$ cat config.mk
export PLATFORM = sky130hd
export DESIGN_NAME = blink_period_ctrl_flat
export DESIGN_NICKNAME = d
export VERILOG_FILES = /design/src/rtl/blink_period_ctrl_if.sv /design/src/rtl/blink_period_ctrl.sv /design/src/flat_wrapper.sv
export SDC_FILE = /design/constraint.sdc
export NUM_CORES = 1
export LEC_CHECK = 0
export CAP_MARGIN = 10
export CORE_MARGIN = 3
export CORE_UTILIZATION = 30
export DETAILED_ROUTE_END_ITERATION = 10
export GPL_TIMING_DRIVEN = 0
export PLACE_DENSITY_LB_ADDON = 0.15
export SYNTH_ARGS = -nofsm -noshare
export SYNTH_HDL_FRONTEND = slang
export SYNTH_SLANG_ARGS = --single-unit
$ cat constraint.sdc
create_clock -name clk -period 4.6 [get_ports clk]
set_input_delay 0.69 -clock clk [delete_from_list [all_inputs] [get_ports clk]]
set_output_delay 0.69 -clock clk [all_outputs]
set_load 0.02 [all_outputs]
$ cat src/rtl/blink_period_ctrl_if.sv
// Button inputs and period/reload outputs of the blinker period controller.
interface blink_period_ctrl_if;
   logic        btn_slower;
   logic        btn_faster;
   logic [31:0] period;
   logic        reload;

   // Controller side: samples the raw buttons, drives period/reload.
   modport slave (
      input  btn_slower,
      input  btn_faster,
      output period,
      output reload
   );

   // Stimulus side: drives the raw buttons, observes period/reload.
   modport master (
      output btn_slower,
      output btn_faster,
      input  period,
      input  reload
   );
endinterface

$ cat src/rtl/blink_period_ctrl.sv
// Debounces the faster/slower buttons and steps a saturating blink period,
// pulsing reload for one cycle whenever the period changes.
module blink_period_ctrl #(
   parameter int unsigned DEBOUNCE_CYCLES = 1000,
   parameter int unsigned MIN_PERIOD      = 1,
   parameter int unsigned MAX_PERIOD      = 1000,
   parameter int unsigned DEFAULT_PERIOD  = 1,
   parameter int unsigned STEP            = 1
) (
   input  logic                clk,
   input  logic                reset,
   blink_period_ctrl_if.slave  bus
);

   localparam int unsigned CNT_W = $clog2(DEBOUNCE_CYCLES + 1);
   localparam logic [CNT_W-1:0] CNT_LAST = CNT_W'(DEBOUNCE_CYCLES - 1);
   localparam logic [32:0] MIN_P  = 33'(MIN_PERIOD);
   localparam logic [32:0] MAX_P  = 33'(MAX_PERIOD);
   localparam logic [32:0] STEP_P = 33'(STEP);
   localparam logic [31:0] DEF_P  = 32'(DEFAULT_PERIOD);

   // Parameter sanity checks at elaboration.
   if (MIN_PERIOD < 1) begin : g_chk_min
      $fatal(1, "MIN_PERIOD must be >= 1");
   end
   if (MAX_PERIOD < MIN_PERIOD || MAX_PERIOD > 32'h7FFF_FFFF) begin : g_chk_max
      $fatal(1, "MAX_PERIOD must lie in [MIN_PERIOD, 2^31-1]");
   end
   if (DEFAULT_PERIOD < MIN_PERIOD || DEFAULT_PERIOD > MAX_PERIOD) begin : g_chk_def
      $fatal(1, "DEFAULT_PERIOD must lie in [MIN_PERIOD, MAX_PERIOD]");
   end
   if (STEP < 1) begin : g_chk_step
      $fatal(1, "STEP must be >= 1");
   end
   if (DEBOUNCE_CYCLES < 1) begin : g_chk_deb
      $fatal(1, "DEBOUNCE_CYCLES must be >= 1");
   end

   // Bit 0 = slower, bit 1 = faster throughout.
   logic [1:0]            btn_raw;
   logic [1:0]            s1_d, s1_q;
   logic [1:0]            s2_d, s2_q;
   logic [1:0]            deb_d, deb_q;
   logic [1:0][CNT_W-1:0] cnt_d, cnt_q;
   logic [1:0]            press_c;
   logic [32:0]           cur_c, inc_c, slower_c, faster_c, next_c;
   logic [31:0]           period_d, period_q;
   logic                  reload_d, reload_q;

   assign btn_raw = {bus.btn_faster, bus.btn_slower};

   // Synchronizers and per-button debounce counters; press on accepted 0->1.
   always_comb begin
      s1_d    = btn_raw;
      s2_d    = s1_q;
      deb_d   = deb_q;
      cnt_d   = cnt_q;
      press_c = 2'b00;
      for (int i = 0; i < 2; i++) begin
         if (s2_q[i] == deb_q[i]) begin
            cnt_d[i] = '0;
         end else if (cnt_q[i] == CNT_LAST) begin
            deb_d[i]   = s2_q[i];
            cnt_d[i]   = '0;
            press_c[i] = s2_q[i];
         end else begin
            cnt_d[i] = cnt_q[i] + CNT_W'(1);
         end
      end
   end

   // Saturating period update in 33 bits; both buttons at once cancel out.
   // An event landing in the reload cycle is dropped so period stays put
   // and reload can never stretch to two cycles.
   always_comb begin
      cur_c    = {1'b0, period_q};
      inc_c    = cur_c + STEP_P;
      slower_c = (inc_c > MAX_P) ? MAX_P : inc_c;
      faster_c = (cur_c < MIN_P + STEP_P) ? MIN_P : cur_c - STEP_P;
      unique case (press_c)
         2'b01:   next_c = slower_c;
         2'b10:   next_c = faster_c;
         default: next_c = cur_c;
      endcase
      period_d = period_q;
      reload_d = 1'b0;
      if (!reload_q && next_c != cur_c) begin
         period_d = next_c[31:0];
         reload_d = 1'b1;
      end
   end

   // State registers, asynchronously reset.
   always_ff @(posedge clk or posedge reset) begin
      if (reset) begin
         s1_q     <= '0;
         s2_q     <= '0;
         deb_q    <= '0;
         cnt_q    <= '0;
         period_q <= DEF_P;
         reload_q <= 1'b0;
      end else begin
         s1_q     <= s1_d;
         s2_q     <= s2_d;
         deb_q    <= deb_d;
         cnt_q    <= cnt_d;
         period_q <= period_d;
         reload_q <= reload_d;
      end
   end

   assign bus.period = period_q;
   assign bus.reload = reload_q;

endmodule
$ cat src/flat_wrapper.sv
// flat-port wrapper written by rule: the top's interface ports become plain ports
module blink_period_ctrl_flat 
#(
   parameter int unsigned DEBOUNCE_CYCLES = 1000,
   parameter int unsigned MIN_PERIOD      = 1,
   parameter int unsigned MAX_PERIOD      = 1000,
   parameter int unsigned DEFAULT_PERIOD  = 1,
   parameter int unsigned STEP            = 1
)
  (clk, reset, bus_btn_slower, bus_btn_faster, bus_period, bus_reload);
  blink_period_ctrl_if bus_i ();
  input  logic clk;
  input  logic reset;
  input wire logic [$bits(bus_i.btn_slower)-1:0] bus_btn_slower;
  input wire logic [$bits(bus_i.btn_faster)-1:0] bus_btn_faster;
  output wire logic [$bits(bus_i.period)-1:0] bus_period;
  output wire logic [$bits(bus_i.reload)-1:0] bus_reload;
  assign bus_i.btn_slower = bus_btn_slower;
  assign bus_i.btn_faster = bus_btn_faster;
  assign bus_period = bus_i.period;
  assign bus_reload = bus_i.reload;
  blink_period_ctrl #(.DEBOUNCE_CYCLES(DEBOUNCE_CYCLES), .MIN_PERIOD(MIN_PERIOD), .MAX_PERIOD(MAX_PERIOD), .DEFAULT_PERIOD(DEFAULT_PERIOD), .STEP(STEP)) u_core (.clk(clk), .reset(reset), .bus(bus_i));
endmodule
== Yosys cells after proc, flatten, opt, wreduce, memory -nomap -nowiden ==
Index checks and enable logic that the tools add are counted.
Word-level totals
  flip-flop bits (word level): 59
  bits in latches: 0
  RAM bits: 0
  bits in read-only memories: 0
  output and inout bits: 33
  logic and storage cells: 39
  memories: 0
Operators by class
  $add $sub $neg: 4
  multiply operators: 0
  divide/modulo/power cells: 0
  order comparisons: 2
  eq/ne operators: 7
  shifts and indexed selects: 0
  mux-type cells: 12
  bitwise operators: 2
  reductions and logical operators: 4
Operators with widths (number)
  $mux 33: 2
  $pmux 33 s2: 1
  $mux 10: 4
  $add 32x1->33 const B: 1
  $gt 33x10->1 const B: 1
  $ne 33x32->1: 1
  $sub 32x1->33 const B: 1
  $lt 32x2->1 const B: 1
  $add 10x1->10 const B: 2
  $eq 10x10->1 const B: 2
  $mux 1: 5
  $reduce_and 2->1: 2
  $eq 1x1->1: 2
  $eq 2x1->1 const B: 1
  $eq 2x2->1 const B: 1
  $not 1->1: 2
  $logic_and 1x1->1: 1
  $logic_not 1->1: 1

== Depth between registers and ports, before layout ==
Gate-level depths: netlist (run 1).
  depth in word-level cells: 8
  gate-level depth with buffers: 19
  mapped depth without buffers: 17

== Least setup slack after synthesis (run 1) ==
OpenSTA, ideal clock, no wires.
  kind: reg-to-reg
  start: register u_core.cnt_q[10] (netlist name)
  end: register u_core.period_q[1] (netlist: u_core.bus.period[1])
  library setup time: 0.125 ns
  arrival: 3.989 ns
  slack: 0.485 ns
  cell stages (with the launch flop): 19
  buffers on the path: 2
  period minus slack after synthesis: 4.115 ns
  cells stage by stage: dfrtp_1 -> ha_1 -> nand4b_1 -> or3_1 -> or3b_2 -> inv_1 -> ha_1 -> inv_1 -> a41oi_2 -> clkbuf_1 -> o311ai_0 -> a211oi_1 -> a41oi_1 -> nor3_2 -> nand3_2 -> o21ai_4 -> inv_2 -> buf_6 -> mux2_4
On the way
  cells in the longest elaborated chain, start to end: 7
  elaborated cells between the ends (all ways): 8
  those cells by class: eq/ne: 4; mux: 3; reduce/logical: 1
RTL lines
  from (decl): line blink_period_ctrl.sv:44  | logic [1:0][CNT_W-1:0] cnt_d, cnt_q;
  from (signal assigned): line blink_period_ctrl.sv:106  | cnt_q <= cnt_d;
  $eq 10x10->1 (*): line blink_period_ctrl.sv:62  | end else if (cnt_q[i] == CNT_LAST) begin
  $mux 1 (*): line blink_period_ctrl.sv:62
  $mux 1 (*): line blink_period_ctrl.sv:60  | if (s2_q[i] == deb_q[i]) begin
  $eq 2x2->1 / $eq 2x1->1 (equally long branches): line blink_period_ctrl.sv:80  | unique case (press_c)
  $pmux 33 s2 (*): line blink_period_ctrl.sv:80
  $ne 33x32->1: line blink_period_ctrl.sv:87  | if (!reload_q && next_c != cur_c) begin
  $logic_and 1x1->1: line blink_period_ctrl.sv:87
  to (signal assigned): line blink_period_ctrl.sv:107  | period_q <= period_d;
  to (decl): line blink_period_ctrl.sv:47  | logic [31:0] period_d, period_q;
Mark *: on every way between the ends. The rest lies on a longest branch, timed or not.
A chain may end at the register's enable or synchronous reset.

== Final worst setup path (run 1) ==
  start: register u_core.period_q[0] (netlist: u_core.bus.period[0])
  end: register u_core.period_q[1] (netlist: u_core.bus.period[1])
On the way
  cells in the longest elaborated chain, start to end: 6
  elaborated cells between the ends (all ways): 9
  those cells by class: add/sub: 2; order compare: 2; eq/ne: 1; mux: 3; reduce/logical: 1
RTL lines
  $add 32x1->33: line blink_period_ctrl.sv:77  | inc_c = cur_c + STEP_P;
  $gt 33x10->1: line blink_period_ctrl.sv:78  | slower_c = (inc_c > MAX_P) ? MAX_P : inc_c;
  $mux 33: line blink_period_ctrl.sv:78
  $pmux 33 s2: line blink_period_ctrl.sv:80
  $ne 33x32->1: line blink_period_ctrl.sv:87
  $logic_and 1x1->1: line blink_period_ctrl.sv:87
Parallel ways exist; a longest one is shown, timed or not.

==> results of run 1 <==
layout by cell type (no fill, tap or decap), types with 5 or more instances in the layout:
master	Yosys	routed
o211a_1	5	5
buf_4	0	9
nor4_1	16	16
a31oi_1	14	14
nand2_1	54	53
ha_1	7	5
clkdlybuf4s50_1	0	36
or4_1	10	9
and3_1	9	9
buf_2	9	9
inv_1	23	22
nand3_1	28	27
nand2b_1	6	6
a21oi_1	42	42
clkbuf_1	38	37
nor3_1	32	31
xor2_1	13	13
or3_1	12	11
clkbuf_16	0	9
a41oi_1	9	8
o21ai_0	29	29
dfrtp_1	58	58
xnor2_1	17	17
nor2_1	64	64
nand4_1	20	20
a211oi_1	6	6
layout make-up:
type	count	area, um2
Multi-Input combinational cell	482	3130
Inverter	24	90.1
Clock buffer	10	239
Sequential cell	59	1480
Tap cell	211	264
Timing Repair Buffer	46	448
Fill cell	1659	9480
Buffer	53	240
Clock inverter	6	63.8
cell families (layout without fill, tap and decap cells):
group / Yosys count / count (layout) / share of synthesized area, %
multiplexers: 11 / 11 / 2.58
buffers and inverters: 77 / 139 / 6.58
AO/OA/AOI/OAI: 154 / 154 / 22.1
adder cells (fa/ha/maj): 7 / 7 / 1.83
flip-flops: 59 / 59 / 30.8
XOR/XNOR: 30 / 30 / 5.48
AND/OR/NAND/NOR: 280 / 280 / 30.6
per-stage QoR:
step	cells	area (um2)
final	891	5950
after global routing	891	5950
after CTS	883	5790
after detailed placement	866	5440
after global placement	865	5420
after floorplan	618	4790
timing repair:
action	4_1_cts	5_1_grt
buffers inserted	1	8
gates resized for setup	10	18
endpoints found under the hold margin	0	0
pin swaps	2	6
endpoints found under the setup margin	33	28
routing by layer:
layer  GRT usage [%]  wire length (um)  part of all wire (%)
met3            4.33              1190                   6.6
met4            8.20               533                   3.0
met5               0                 0                     0
met2            32.0              8380                    46
met1            27.2              7950                    44
path summary, 6_finish.rpt:
kind,endpoint
min,u_core.s2_q[0]$_DFF_PP0_
min reg2reg,u_core.s2_q[0]$_DFF_PP0_
max,u_core.bus.period[1]$_DFFE_PP0P_
min in group asynchronous,u_core.bus.period[3]$_DFFE_PP0P_
max reg2reg,u_core.bus.period[1]$_DFFE_PP0P_
max in group asynchronous,u_core.bus.period[25]$_DFFE_PP0P_
registers in the layout (all words and copies together) (netlist names):
signal,flops
u_core.bus.period,32
u_core.bus.reload,1
u_core.cnt_q,20
u_core.deb_q,2
u_core.s1_q,2
u_core.s2_q,2
power by group through the flow:
| stage | Combinational [mW] | Clock, mW | Sequential (mW) |
|---|---|---|---|
| detailed placement | 0.0276 | 0 | 0.540 |
| global placement | 0.0247 | 0 | 0.540 |
| CTS | 0.0281 | 0.730 | 0.530 |
| floorplan | 0.0169 | 0 | 0.539 |
| finish | 0.0277 | 0.709 | 0.530 |
| global route | 0.0328 | 0.755 | 0.531 |
==> key figures, run 1 <==
Synthesis
  – Post-synth top cells: nor2_1 (64), dfrtp_1 (58), nand2_1 (54)
  – Post-synthesis cell count: 618
  – Top FF cell, synth: dfrtp_1
  – Yosys cell types: 69
  – Cell taking the most area after synthesis: dfrtp_1
  – Warnings, synthesis: 0
  – Async SR Flop Fraction: 100%
  – Synth area leaders: dfrtp_1 (30%), nor2_1 (5.0%), a21oi_1 (4.4%)
  – Synthesized flop and latch total: 59
  – Synth Net Count: 629
  – Mapped Avg Cell Area: 7.76 um2
  – Most common cell in the netlist: nor2_1
  – Post-synth EDFFs: 0
  – Post-synth top area share: 30.3%
  – Mapped cell area: 0.00479 mm2
  – Post-synthesis sequential area ratio: 30.8%

Routing
  – DR WL/cell: 20.3 um
  – Avg Vias per Cell: 5.83
  – First drt pass iteration count: 5
  – Residual DRC count: 0
  – Iter 0 DRT Violations: 465
  – Total Wirelength: 18.0 mm
  – Vias: 5198
  – ANT nets after route: 0

Run status
  – Status: finished, final reports clean

Cells and area
  – Syn-to-layout area delta: 24.1%
  – Final net count: 686
  – Antenna diode count: 0
  – Core Util, Final: 38.6%
  – Share of layout cells above drive strength 1: 10.7%

Critical path
  – CP Launch Point: u_core.bus.period[0]$_DFFE_PP1P_
  – R2r setup slk: 180 ps
  – Path depth of the worst reg2reg path: 15
  – Critical Path RT: 4830 ps
  – Setup crit end kind: register
  – CP max FO: 10
  – Cell family with most CP delay: compound AO/OA/AOI/OAI gates
  – Bufs and invs on worst path: 4
  – Cell seen most often among critical-path stages: buf_6
  – Levels on crit path: 15
  – Crit-path cells: ha_1 > buf_2 > nand3_4 > or4_1 > o31a_1 > a31oi_1 > a41oi_1 > and4_2 > buf_6 > a2111oi_4 > o22ai_4 > o21ai_4 > inv_2 > buf_6 > mux2_4
  – Crit path largest cell delay: 610 ps
  – Setup crit start kind: register
  – CP Class: reg2reg
  – Arr. time, crit path: 4650 ps
  – Crit-path slowest cell: or4_1
  – Reg-to-Reg Start: u_core.bus.period[0]$_DFFE_PP1P_

Pwr
  – Switch Pwr: 298 uW
  – Pleak: 2.35 nW
  – Internal power component: 969 uW
  – Sw Ratio: 23.5%
  – Maximum VDD drop: 165 uV
  – Gate power share: 2.2%
  – Power Total: 1.27 mW
  – Pwr dens: 213 mW/mm2
  – Clock power share: 56.0%
  – Sequential share of power: 41.8%

Timing
  – Pins over their slew limit: 0
  – Worst hold slack: 352 ps
  – Highest clock rate: 226 MHz
  – Clk_skew: 10.9 ps
  – RSZ-0062 raised after global routing: false
  – Final setup fails: 0
  – Post-route setup TNS: 0 ps
  – Rel. slew slack: 38.7%
  – Final Hold Vio Count: 0
  – Worst-Margin Slew: 912 ps
  – Tcrit/Tclk final: 96.1%
  – Min Clock Period, post-route: 4420 ps
  – Final WS setup: 181 ps

Clock tree
  – CTS Buffer Depth: 2
  – Worst-path clk slew: 50 ps
  – Clk_lat worst skew: 350 ps
  – Hold_buf cts: 0
  – Root buf cell: clkbuf_16
  – CTS tree: yes
  – CTS buffer count: 9
  – H-tree lvl count: 3
  – Clk sinks: 59

Global routing
  – GR Overflow Total: 0
  – First-pass GRT wire length: 28.2 mm
  – Initial antenna violation count: 0
  – Largest net degree at the start of global routing: 38
  – GRT Total Usage: 20.3%
  – Vias in the first global route: 5040

Floorplan
  – Die height: 132 um
  – Core box area: 0.0154 mm2
  – Initial Util: 31.1%
  – Boundary pin count: 37
  – Die span in x: 132 um
  – Num rows: 45
  – Die ar.: 0.0175 mm2

Place
  – GPL Wtd Cong: 0.930
  – Pre-CTS setup slack: -650 ps
  – Dpl hpwl: 13.0 mm
  – PortBufs: 36

Min path
  – Hold path depth: 0
  – Hold Crit Class: reg2reg
  – Hold Path Origin: u_core.s1_q[0]$_DFF_PP0_

Job
  – Max-cap violations: 0
Note: power is estimated with default switching activity, not from simulation.
==> run 2: changes to the inputs <==
- ABC_AREA: unset -> 1
- clock period: 4.6 -> 4.1 ns (I/O delays scaled with it)
==> key figures, run 2 <==
Run status
  – Status: finished, final reports clean (unchanged)

Timing
  – Final setup fails: 0 (unchanged)
  – Clk_skew: 9.49 ps (was 10.9 ps)
  – Worst hold slack: 351 ps (was 352 ps)
  – Worst-Margin Slew: 713 ps (was 912 ps)
  – Post-route setup TNS: 0 ps (unchanged)
  – Tcrit/Tclk final: 94.2% (was 96.1%)
  – Min Clock Period, post-route: 3860 ps (was 4420 ps)
  – Pins over their slew limit: 0 (unchanged)
  – RSZ-0062 raised after global routing: false (unchanged)
  – Final Hold Vio Count: 0 (unchanged)
  – Rel. slew slack: 52.4% (was 38.7%)
  – Final WS setup: 239 ps (was 181 ps)
  – Highest clock rate: 259 MHz (was 226 MHz)

Global routing
  – Initial antenna violation count: 0 (unchanged)
  – Largest net degree at the start of global routing: 32 (was 38)
  – GR Layer Usage met2: 30.6% (was 32.0%)
  – GRT Total Usage: 20.4% (was 20.3%)
  – First-pass GRT wire length: 32.1 mm (was 28.2 mm)
  – GR peak layer: met2 (unchanged)
  – GR Overflow Total: 0 (unchanged)
  – Vias in the first global route: 5670 (was 5040)
  – Met1 Resource Use GR: 30.1% (was 27.2%)
  – M3 GR Usage: 2.92% (was 4.33%)

Pwr
  – Gate power share: 2.1% (was 2.2%)
  – Clock power share: 55.2% (was 56.0%)
  – Pwr dens: 211 mW/mm2 (was 213 mW/mm2)
  – Maximum VDD drop: 174 uV (was 165 uV)
  – Switch Pwr: 297 uW (was 298 uW)
  – Pleak: 3.36 nW (was 2.35 nW)
  – Sw Ratio: 21.3% (was 23.5%)
  – Internal power component: 1.10 mW (was 969 uW)
  – Sequential share of power: 42.7% (was 41.8%)
  – Power Total: 1.39 mW (was 1.27 mW)

Cells and area
  – Commonest non-fill, non-tap cell in the layout: nand2_1 (was nor2_1)
  – Register area: 0.00148 mm2 (unchanged)
  – Number of fill cells: 1987 (was 1659)
  – Final net count: 1002 (was 686)
  – Largest register FFs: 32 (unchanged)
  – Antenna diode count: 0 (unchanged)
  – Finished Layout Cells: 1224 (was 891)
  – Multi-input logic area: 0.00349 mm2 (was 0.00313 mm2)
  – Most frequent cells in the layout: nand2_1 (289), nor2_1 (131), inv_1 (100), nand3_1 (94), dfrtp_1 (58) (was nor2_1 (64), dfrtp_1 (58), nand2_1 (53), a21oi_1 (42), clkbuf_1 (37))
  – Share of layout cells above drive strength 1: 9.55% (was 10.7%)
  – Syn-to-layout area delta: 19.1% (was 24.1%)

Critical path
  – Arr. time, crit path: 4080 ps (was 4650 ps)
  – Setup crit end kind: register (unchanged)
  – Crit-path cells: ha_1 > nand2_1 > nor2_4 > nand2_1 > nor2_4 > nand2_1 > nand2_1 > nand2_1 > nor2_1 > nand2_2 > nor2_4 > nand4_1 > nand2_1 > nand2_1 > nand3_1 > nand2_1 > nor2_1 > nand2_1 > nor2_1 > nand2_2 > buf_2 > nand3_1 > nand2_1 (was ha_1 > buf_2 > nand3_4 > or4_1 > o31a_1 > a31oi_1 > a41oi_1 > and4_2 > buf_6 > a2111oi_4 > o22ai_4 > o21ai_4 > inv_2 > buf_6 > mux2_4)
  – CP Class: reg2reg (unchanged)
  – Path depth of the worst reg2reg path: 23 (was 15)
  – CP max FO: 10 (unchanged)
  – Crit-path slowest cell: dfstp_2 (was or4_1)
  – Cell seen most often among critical-path stages: nand2_1 (was buf_6)
  – Setup crit start kind: register (unchanged)
  – Crit path largest cell delay: 630 ps (was 610 ps)
  – Critical Path RT: 4320 ps (was 4830 ps)

Floorplan
  – Boundary pin count: 37 (unchanged)
  – Num rows: 49 (was 45)
  – Die ar.: 0.0202 mm2 (was 0.0175 mm2)
  – Core box area: 0.0181 mm2 (was 0.0154 mm2)
  – Die span in x: 142 um (was 132 um)
  – Die height: 142 um (was 132 um)
  – Initial Util: 30.7% (was 31.1%)

Synthesis
  – Most common cell in the netlist: nand2_1 (was nor2_1)
  – Mapped Avg Cell Area: 5.92 um2 (was 7.76 um2)
  – Mapped cell area: 0.00556 mm2 (was 0.00479 mm2)
  – Synth area leaders: dfrtp_1 (26%), nand2_1 (20%), nor2_1 (8.9%) (was dfrtp_1 (30%), nor2_1 (5.0%), a21oi_1 (4.4%))
  – Synth Net Count: 950 (was 629)
  – Post-synth top cells: nand2_1 (291), nor2_1 (132), inv_1 (101) (was nor2_1 (64), dfrtp_1 (58), nand2_1 (54))
  – Post-synth top area share: 26.1% (was 30.3%)
  – Post-synthesis sequential area ratio: 26.6% (was 30.8%)
  – Async SR Flop Fraction: 100% (unchanged)
  – Post-synthesis cell count: 939 (was 618)
  – Post-synth EDFFs: 0 (unchanged)
  – Yosys cell types: 40 (was 69)
  – Synthesized flop and latch total: 59 (unchanged)
  – Warnings, synthesis: 0 (unchanged)
  – Cell taking the most area after synthesis: dfrtp_1 (unchanged)
  – Top FF cell, synth: dfrtp_1 (unchanged)

Place
  – Dpl hpwl: 15.6 mm (was 13.0 mm)
  – GPL Wtd Cong: 0.955 (was 0.930)
  – Cells after DPL: 1205 (was 866)
  – PortBufs: 36 (unchanged)
  – Pre-CTS setup slack: -115 ps (was -650 ps)

Clock tree
  – Hold_buf cts: 0 (unchanged)
  – CTS Buffer Depth: 2 (unchanged)
  – Clk sinks: 59 (unchanged)
  – Worst-path clk slew: 50 ps (about the same)
  – Root buf cell: clkbuf_16 (unchanged)
  – H-tree lvl count: 3 (unchanged)
  – CTS buffer count: 9 (unchanged)
  – CTS tree: yes (unchanged)
  – Clk_lat worst skew: 340 ps (was 350 ps)

Min path
  – Hold path depth: 0 (unchanged)
  – Hold Crit Class: reg2reg (unchanged)

Routing
  – ANT nets after route: 0 (unchanged)
  – Avg Vias per Cell: 5.05 (was 5.83)
  – Total Wirelength: 20.3 mm (was 18.0 mm)
  – Residual DRC count: 0 (unchanged)
  – Vias: 6179 (was 5198)
  – Iter 0 DRT Violations: 531 (was 465)
  – First drt pass iteration count: 6 (was 5)
  – DR WL/cell: 16.5 um (was 20.3 um)

Job
  – Max-cap violations: 0 (unchanged)
==> run 2: cell count changes in the layout (fill, tap and decap cells not counted), moves of 12 or more <==
cell and change:
nand2_1 +236, buf_2 +16, inv_1 +78, clkbuf_1 -30
nor2_1 +67, o21ai_0 +12, nand3_1 +67, nor4_1 -14
a21oi_1 -13, a31oi_1 -13
==> run 2: critical path: cells and delay by family (launching register included) <==
family	cells	cell delay, ps
buffers and inverters	1	250
and+or+nand+nor	21	2610
DFF	1	630
adders and majority gates	1	240
==> run 2: per-stage QoR <==
| stage | util (%) | area [um2] |
|---|---|---|
| after floorplan | - | 5560 |
| after detailed placement | 34.4 | 6230 |
| after global routing | 36.6 | 6620 |
| after global placement | 34.3 | 6210 |
| final | 36.6 | 6620 |
| after CTS | 36.1 | 6530 |
==> run 2: logic make-up after synthesis <==
logic type,after synthesis,synth area share (%)
simple gates,595,46.3
buf+inv,152,11.4
compound gates,98,9.68
flops,59,26.6
xor+xnor,27,4.25
fa+ha+maj,7,1.58
mux,1,0.203
==> run 2: metal layers <==
| layer | share of wire (%) | wire [um] | up-vias |
|---|---|---|---|
| met5 | 0 | 0 | - |
| met4 | 2.2 | 448 | 0 |
| met3 | 6.1 | 1230 | 27 |
| met2 | 44 | 8820 | 223 |
| met1 | 48 | 9750 | 2805 |
| li1 | - | - | 3124 |
==> run 2: power groups by stage <==
stage / Sequential, mW / Combinational (mW) / Clock, mW
after floorplan: 0.604 / 0.0189 / 0
after global placement: 0.605 / 0.0282 / 0
after detailed placement: 0.605 / 0.0308 / 0
after CTS: 0.595 / 0.0309 / 0.794
after global routing: 0.596 / 0.0352 / 0.819
final: 0.595 / 0.0293 / 0.770
==> run 2: area by class of cell <==
class,instances,area share (%)
tap,229,4.33
multi-input combinational,729,52.7
buffer,44,3.63
clock inverter,4,0.756
timing repair buffer,40,6.27
clock buffer,11,3.82
sequential,59,22.3
inverter,108,6.12
==> run 2: worst paths after layout <==
| kind | from | end | slack, ps |
|---|---|---|---|
| max | u_core.bus.period[0]$_DFFE_PP1P_ | u_core.bus.period[26]$_DFFE_PP0P_ | 240 |
| min | u_core.s1_q[1]$_DFF_PP0_ | u_core.s2_q[1]$_DFF_PP0_ | 350 |
| max reg2reg | u_core.bus.period[0]$_DFFE_PP1P_ | u_core.bus.period[26]$_DFFE_PP0P_ | 240 |
| min reg2reg | u_core.s1_q[1]$_DFF_PP0_ | u_core.s2_q[1]$_DFF_PP0_ | 350 |
| max in group asynchronous | reset | u_core.bus.period[31]$_DFFE_PP0P_ | 2790 |
| min in group asynchronous | reset | u_core.cnt_q[11]$_DFF_PP0_ | 710 |
==> run 2: timing repair <==
item | in CTS | in global routing
pin swaps | 0 | 3
resized for setup | 1 | 21
buffers inserted | 0 | 3
gates cloned | 0 | 1
endpoints found under the setup margin | 31 | 33
